<file path="config.mk">
export PLATFORM = sky130hd
export DESIGN_NAME = alu_op_sequencer_flat
export DESIGN_NICKNAME = d
export VERILOG_FILES = /design/src/rtl/alu_op_sequencer_if.sv /design/src/rtl/alu_op_sequencer.sv /design/src/flat_wrapper.sv
export SDC_FILE = /design/constraint.sdc
export NUM_CORES = 1
export LEC_CHECK = 0
export BUFFER_PORTS_ARGS = -buffer_cell sky130_fd_sc_hd__buf_2
export CAP_MARGIN = 30
export CORE_MARGIN = 2
export CORE_UTILIZATION = 25
export DETAILED_ROUTE_END_ITERATION = 8
export PLACE_DENSITY_LB_ADDON = 0.12
export SETUP_SLACK_MARGIN = 0.05
export SYNTH_ARGS = -nofsm -noshare
export SYNTH_HDL_FRONTEND = slang
export SYNTH_SLANG_ARGS = --single-unit
</file>
<file path="constraint.sdc">
create_clock -name clock -period 2.08 [get_ports clock]
set_input_delay 0.416 -clock clock [delete_from_list [all_inputs] [get_ports clock]]
set_output_delay 0.416 -clock clock [all_outputs]
set_load 0.005 [all_outputs]
</file>
<file path="src/rtl/alu_op_sequencer_if.sv">
// Bus bundle between decode/ALU and the operation sequencer.
// The sequencer takes the slave modport; the decode/datapath side takes the master modport.
interface alu_op_sequencer_if #(
  parameter int REG_ADDR_W = 4
);
  logic                  start;
  logic [3:0]            opcode;
  logic [REG_ADDR_W-1:0] ra;
  logic [REG_ADDR_W-1:0] rb;
  logic [REG_ADDR_W-1:0] rc;
  logic                  alu_done;
  logic                  busy;
  logic [REG_ADDR_W-1:0] rf_out_sel;
  logic                  rf_out_en;
  logic [REG_ADDR_W-1:0] rf_in_sel;
  logic                  rf_in_en;
  logic                  y_in;
  logic                  z_in;
  logic [3:0]            alu_op;
  logic                  z_lo_out;
  logic                  z_hi_out;
  logic                  lo_in;
  logic                  hi_in;
  logic                  done;
  logic                  err;
  logic [31:0]           retired;

  modport slave (
    input  start, opcode, ra, rb, rc, alu_done,
    output busy, rf_out_sel, rf_out_en, rf_in_sel, rf_in_en, y_in, z_in,
           alu_op, z_lo_out, z_hi_out, lo_in, hi_in, done, err, retired
  );

  modport master (
    output start, opcode, ra, rb, rc, alu_done,
    input  busy, rf_out_sel, rf_out_en, rf_in_sel, rf_in_en, y_in, z_in,
           alu_op, z_lo_out, z_hi_out, lo_in, hi_in, done, err, retired
  );
endinterface

</file>
<file path="src/rtl/alu_op_sequencer.sv">
// Multi-cycle sequencer driving register-file selects, Y/Z/HI/LO strobes and the ALU op code.
// Optional retired-instruction counter enabled by macro ALU_OP_SEQUENCER_RETIRE_CNT_EN.
module alu_op_sequencer #(
  parameter int REG_ADDR_W     = 4,
  parameter int MULDIV_TIMEOUT = 64
) (
  input logic               clock,
  input logic               clear,
  alu_op_sequencer_if.slave bus
);
  typedef enum logic [2:0] {
    S_IDLE, S_LOAD_Y, S_EXEC, S_WAIT, S_WB_LO, S_WB_HI, S_ERR
  } state_e;

  localparam logic [7:0] TIMEOUT_LAST = 8'(MULDIV_TIMEOUT - 1);

  state_e                state_q, state_d;
  logic [3:0]            op_q, op_d;
  logic [REG_ADDR_W-1:0] ra_q, ra_d, rb_q, rb_d, rc_q, rc_d;
  logic [7:0]            cnt_q, cnt_d;
  logic                  is_muldiv, is_binary, done_s;

  assign is_muldiv = (op_q == 4'd2) || (op_q == 4'd3);
  assign is_binary = (op_q <= 4'd5);

  always_comb begin
    // NOTE: every target is defaulted first so no path through the case can infer a latch.
    state_d = state_q;
    op_d    = op_q;
    ra_d    = ra_q;
    rb_d    = rb_q;
    rc_d    = rc_q;
    cnt_d   = cnt_q;
    case (state_q)
      S_IDLE: if (bus.start) begin
        op_d    = bus.opcode;
        ra_d    = bus.ra;
        rb_d    = bus.rb;
        rc_d    = bus.rc;
        state_d = (bus.opcode > 4'd10) ? S_ERR : S_LOAD_Y;
      end
      S_LOAD_Y: state_d = S_EXEC;
      S_EXEC: begin
        cnt_d   = '0;
        state_d = is_muldiv ? S_WAIT : S_WB_LO;
      end
      S_WAIT: begin
        // A late alu_done on the final budgeted cycle still completes the op.
        if (bus.alu_done)               state_d = S_WB_LO;
        else if (cnt_q == TIMEOUT_LAST) state_d = S_ERR;
        else                            cnt_d   = cnt_q + 8'd1;
      end
      S_WB_LO: state_d = is_muldiv ? S_WB_HI : S_IDLE;
      S_WB_HI: state_d = S_IDLE;
      S_ERR:   state_d = S_IDLE;
      default: state_d = S_IDLE;
    endcase
  end

  // NOTE: sequential state uses non-blocking assignments so every flop samples pre-edge values.
  always_ff @(posedge clock) begin
    if (clear) begin
      state_q <= S_IDLE;
      op_q    <= '0;
      ra_q    <= '0;
      rb_q    <= '0;
      rc_q    <= '0;
      cnt_q   <= '0;
    end else begin
      state_q <= state_d;
      op_q    <= op_d;
      ra_q    <= ra_d;
      rb_q    <= rb_d;
      rc_q    <= rc_d;
      cnt_q   <= cnt_d;
    end
  end

  always_comb begin
    bus.busy       = (state_q != S_IDLE);
    bus.rf_out_sel = '0;
    bus.rf_out_en  = 1'b0;
    bus.rf_in_sel  = '0;
    bus.rf_in_en   = 1'b0;
    bus.y_in       = 1'b0;
    bus.z_in       = 1'b0;
    bus.alu_op     = 4'd0;
    bus.z_lo_out   = 1'b0;
    bus.z_hi_out   = 1'b0;
    bus.lo_in      = 1'b0;
    bus.hi_in      = 1'b0;
    bus.err        = 1'b0;
    done_s         = 1'b0;
    case (state_q)
      S_LOAD_Y: begin
        bus.rf_out_en  = 1'b1;
        bus.rf_out_sel = rb_q;
        bus.y_in       = 1'b1;
      end
      S_EXEC: begin
        bus.alu_op = op_q;
        bus.z_in   = !is_muldiv;
        if (is_binary) begin
          bus.rf_out_en  = 1'b1;
          bus.rf_out_sel = rc_q;
        end
      end
      S_WAIT: begin
        // Z must capture the product/quotient in the very cycle the ALU flags it valid.
        bus.alu_op     = op_q;
        bus.rf_out_en  = 1'b1;
        bus.rf_out_sel = rc_q;
        bus.z_in       = bus.alu_done;
      end
      S_WB_LO: begin
        bus.z_lo_out = 1'b1;
        if (is_muldiv) begin
          bus.lo_in = 1'b1;
        end else begin
          bus.rf_in_en  = 1'b1;
          bus.rf_in_sel = ra_q;
          done_s        = 1'b1;
        end
      end
      S_WB_HI: begin
        bus.z_hi_out = 1'b1;
        bus.hi_in    = 1'b1;
        done_s       = 1'b1;
      end
      S_ERR:   bus.err = 1'b1;
      default: ;
    endcase
  end

  assign bus.done = done_s;

`ifdef ALU_OP_SEQUENCER_RETIRE_CNT_EN
  logic [31:0] retired_q, retired_d;

  assign retired_d = retired_q + {31'd0, done_s};

  always_ff @(posedge clock) begin
    if (clear) retired_q <= '0;
    else       retired_q <= retired_d;
  end

  assign bus.retired = retired_q;
`else
  assign bus.retired = 32'd0;
`endif
endmodule
</file>
<file path="src/flat_wrapper.sv">
// flat-port wrapper written by rule: the top's interface ports become plain ports
module alu_op_sequencer_flat 
#(
  parameter int REG_ADDR_W     = 4,
  parameter int MULDIV_TIMEOUT = 64
)
  (clock, clear, bus_start, bus_opcode, bus_ra, bus_rb, bus_rc, bus_alu_done, bus_busy, bus_rf_out_sel, bus_rf_out_en, bus_rf_in_sel, bus_rf_in_en, bus_y_in, bus_z_in, bus_alu_op, bus_z_lo_out, bus_z_hi_out, bus_lo_in, bus_hi_in, bus_done, bus_err, bus_retired);
  alu_op_sequencer_if #(.REG_ADDR_W(REG_ADDR_W)) bus_i ();
  input logic clock;
  input logic clear;
  input wire logic [$bits(bus_i.start)-1:0] bus_start;
  input wire logic [$bits(bus_i.opcode)-1:0] bus_opcode;
  input wire logic [$bits(bus_i.ra)-1:0] bus_ra;
  input wire logic [$bits(bus_i.rb)-1:0] bus_rb;
  input wire logic [$bits(bus_i.rc)-1:0] bus_rc;
  input wire logic [$bits(bus_i.alu_done)-1:0] bus_alu_done;
  output wire logic [$bits(bus_i.busy)-1:0] bus_busy;
  output wire logic [$bits(bus_i.rf_out_sel)-1:0] bus_rf_out_sel;
  output wire logic [$bits(bus_i.rf_out_en)-1:0] bus_rf_out_en;
  output wire logic [$bits(bus_i.rf_in_sel)-1:0] bus_rf_in_sel;
  output wire logic [$bits(bus_i.rf_in_en)-1:0] bus_rf_in_en;
  output wire logic [$bits(bus_i.y_in)-1:0] bus_y_in;
  output wire logic [$bits(bus_i.z_in)-1:0] bus_z_in;
  output wire logic [$bits(bus_i.alu_op)-1:0] bus_alu_op;
  output wire logic [$bits(bus_i.z_lo_out)-1:0] bus_z_lo_out;
  output wire logic [$bits(bus_i.z_hi_out)-1:0] bus_z_hi_out;
  output wire logic [$bits(bus_i.lo_in)-1:0] bus_lo_in;
  output wire logic [$bits(bus_i.hi_in)-1:0] bus_hi_in;
  output wire logic [$bits(bus_i.done)-1:0] bus_done;
  output wire logic [$bits(bus_i.err)-1:0] bus_err;
  output wire logic [$bits(bus_i.retired)-1:0] bus_retired;
  assign bus_i.start = bus_start;
  assign bus_i.opcode = bus_opcode;
  assign bus_i.ra = bus_ra;
  assign bus_i.rb = bus_rb;
  assign bus_i.rc = bus_rc;
  assign bus_i.alu_done = bus_alu_done;
  assign bus_busy = bus_i.busy;
  assign bus_rf_out_sel = bus_i.rf_out_sel;
  assign bus_rf_out_en = bus_i.rf_out_en;
  assign bus_rf_in_sel = bus_i.rf_in_sel;
  assign bus_rf_in_en = bus_i.rf_in_en;
  assign bus_y_in = bus_i.y_in;
  assign bus_z_in = bus_i.z_in;
  assign bus_alu_op = bus_i.alu_op;
  assign bus_z_lo_out = bus_i.z_lo_out;
  assign bus_z_hi_out = bus_i.z_hi_out;
  assign bus_lo_in = bus_i.lo_in;
  assign bus_hi_in = bus_i.hi_in;
  assign bus_done = bus_i.done;
  assign bus_err = bus_i.err;
  assign bus_retired = bus_i.retired;
  alu_op_sequencer #(.REG_ADDR_W(REG_ADDR_W), .MULDIV_TIMEOUT(MULDIV_TIMEOUT)) u_core (.clock(clock), .clear(clear), .bus(bus_i));
endmodule
</file>
==> impl_metrics.py <==
metrics = {
    "routing": {
        "ant_nets": 0,
        "num_vias": 1543,
        "dr.pass1.iters": 4,
        "drt_wl_total_um": 4330,
        "viasPerCell": 4.43,
        "routedWlPerCell_um": 12.4,
        "drtIter0Drc": 58,
        "drc": 0,
    },
    "pwr": {
        "p_leak_nw": 0.882,
        "powerDensity_nw_per_um2": 687,
        "max-vdd-ir-drop_v": 0.000331,
        "power.total_mw": 1.37,
    },
    "clocking": {
        "clk_pin_slew_ps": 100,
        "ctsHoldBuffers": 0,
        "tritoncts": "built",
        "cts.sinks": 27,
        "cts_made_buffers": 3,
        "h-tree-depth": 1,
        "insertion_delay_ps": 280,
        "clockBufferDepth": 2,
        "cts_root_buf": "clkbuf_8",
    },
    "hold_path": {
        "hp-start": "bus_rb[3]",
        "min_to": "u_core.rb_q[3]",
        "min_path_cells": 3,
        "hold_class": "in -> reg",
    },
    "sta": {
        "slew_violations": 0,
        "slew_headroom": 0.617,
        "skew_ps": 8.39,
        "setup_violations": 0,
        "tightest_slew_ps": 575,
        "grt_setup_unrepaired": "false",
        "hold_violations": 0,
        "tns_ps": 0,
        "setup_ws_ps": 158,
        "max_freq_ghz": 0.520,
        "fin_crit_sh": 0.924,
        "period_minus_slack_ps": 1920,
    },
    "global_route": {
        "grt_pass1_vias": 1428,
        "overflow": 0,
        "grt_use_total": 0.116,
        "antenna_found_initial": 0,
        "grt_pass1_wl_um": 6990,
        "grt_start_max_net_pins": 17,
    },
    "synth": {
        "synthCells": 224,
        "yosysTopAreaCellShare": 0.317,
        "yosysTopAreaCell": "dfxtp_1",
        "ys_types": 44,
        "yosysWarnings": 0,
        "avgSynthCellArea_um2": 7.62,
        "ys_seq_area_frac": 0.317,
        "synth-seq-cells": 27,
        "syn_area_um2": 1710,
        "synthTopCellsByArea": "dfxtp_1 32%, buf_4 15%, nand2_1 8.6%, a21oi_1 7.0%, and2_1 3.7%",
    },
    "final_layout": {
        "fillers": 778,
        "fin_nets": 290,
        "instances_no_fill": 348,
        "antenna_cells": 0,
        "final_cell_area_um2": 1990,
        "drive_gt1_frac": 0.261,
        "flow.area_growth_from_synthesis_pct": 16.4,
    },
    "floorplanning": {
        "die-area_um2": 7500,
        "row_count": 30,
        "start_util": 0.255,
        "die_h_um": 86.6,
        "boundaryPins": 75,
        "core_area_um2": 6680,
        "die_x_um": 86.6,
    },
    "critical_path": {
        "r2r_end": "u_core.cnt_q[4]",
        "crit_arrival_ps": 1510,
        "reg2reg_depth": 5,
        "crit_type": "reg -> out",
        "r2r_setup_slack_ps": 280,
        "cp_max_fo": 14,
        "cpPeakStageDelay_ps": 440,
        "cp.required_ps": 1660,
        "crit-reg2reg-launch": "u_core.cnt_q[0]",
        "crit_chain": "nor2_2 > nand2_1 > nor2_1 > buf_4 > or2_2 > buf_2",
        "endpoint_kind": "output port",
        "startpoint_type": "register",
        "slowest_stage": "dfxtp_4",
    },
    "outcome": {
        "status": "complete, no violations",
    },
    "placed_design": {
        "dpl.hpwl_um": 3260,
        "postPlaceCellArea_um2": 1920,
        "gp_congestion": 0.744,
        "pre_cts_slack_ps": 235,
        "place.port_buffers": 42,
        "place_inst": 344,
    },
    "run": {
        "cap_viol_max_count": 0,
    },
}
worst max-delay path by stage:
stage / startpoint / endpoint / slack, ps / depth (start not counted)
6_report: u_core.state_q[1] / bus_done / 160 / 6
5_1_grt: u_core.state_q[1] / bus_done / 70 / 6
4_1_cts: u_core.state_q[1] / bus_done / 50 / 6
3_5_place_dp: u_core.state_q[1] / bus_done / 230 / 6
3_3_place_gp: u_core.state_q[1] / bus_done / 260 / 6
2_1_floorplan: u_core.cnt_q[0] / u_core.cnt_q[0] / 390 / 5
state kept, by name, summed over array words and instances, names as in the netlist:
register and flops:
u_core.cnt_q 8, u_core.op_q 4, u_core.ra_q 4, u_core.rb_q 4, u_core.rc_q 4, u_core.state_q 3
cell type report:
class | count | area [µm²] | area share
inverters | 6 | 22.5 | 0.0113
repair buffers | 52 | 298 | 0.150
multi-input cells | 179 | 973 | 0.490
well taps | 80 | 100 | 0.0504
clock buffers | 4 | 45.0 | 0.0227
flip-flops and latches | 27 | 548 | 0.276
where the power goes:
| part | internal [mW] | switching (mW) |
|---|---|---|
| logic | 0.187 | 0.242 |
| clock network | 0.138 | 0.176 |
| registers | 0.568 | 0.0548 |
| total | 0.892 | 0.473 |
cells in the final DEF, fill, tap and decap left out, types with 3 or more instances in the layout:
master,Yosys,layout
conb_1,1,32
dfxtp_2,0,3
nand3_1,6,6
buf_4,34,9
a21oi_1,24,24
buf_2,3,42
dfxtp_1,27,23
clkbuf_8,0,3
a31oi_1,5,5
nor2_1,7,5
nor3_1,3,3
nor4_1,3,3
nand2_1,39,39
o21ai_0,6,6
inv_1,6,6
nor2_2,1,3
and2_1,10,10
a22o_1,4,4
nand2b_1,5,5
metrics by stage:
stage,hold slack [ps],utilization
6_report,371,0.297
5_1_grt,363,0.297
4_1_cts,365,0.295
3_5_place_dp,446,0.287
3_3_place_gp,441,0.287
2_1_floorplan,432,-
Yosys cell counts, drive strengths merged:
cell	count
o31ai	1
conb	1
inv	6
a221oi	1
a32o	1
nor4b	1
and2	10
nor2	8
nor2b	2
nor3	3
a22o	4
or2	3
a21oi	24
nand4	1
nor4	3
nor3b	5
or3	2
a31o	1
clkbuf	5
dfxtp	27
nand2	39
a31oi	5
a21o	1
o211ai	2
o21ai	8
nand2b	5
a311o	1
mux2i	1
nand3	6
ha	1
buf	38
nand3b	2
or4	2
o21a	1
a41oi	1
or3b	1
and3	1
critical path: cells and delay by family (launching register included):
family	cells	cell delay (ps)
flops	1	440
simple gates	4	510
buf+inv	2	280
cell families (layout without fill, tap and decap cells):
logic type,count (synthesis),in the layout,synth area share
mux,1,1,0.00587
simple gates,94,94,0.290
fa+ha+maj,1,1,0.00733
buf+inv,49,62,0.189
flops,27,27,0.317
compound gates,51,51,0.188
other cells,1,32,0.00220
metal layers:
| layer | vias up | routed length (µm) | track usage |
|---|---|---|---|
| li1 | 793 | - | - |
| met1 | 712 | 2000 | 0.154 |
| met2 | 38 | 2100 | 0.192 |
| met3 | 0 | 238 | 0.0276 |
| met4 | 0 | 0 | 0.0227 |
| met5 | - | 0 | 0 |
timing repair:
item                                    CTS  global route
endpoints found under the setup margin   13            13
setup buffers                             0             0
gates resized for setup                   2             7
pin swaps                                 0             0
No activity file was read; power rests on OpenSTA's default activity.
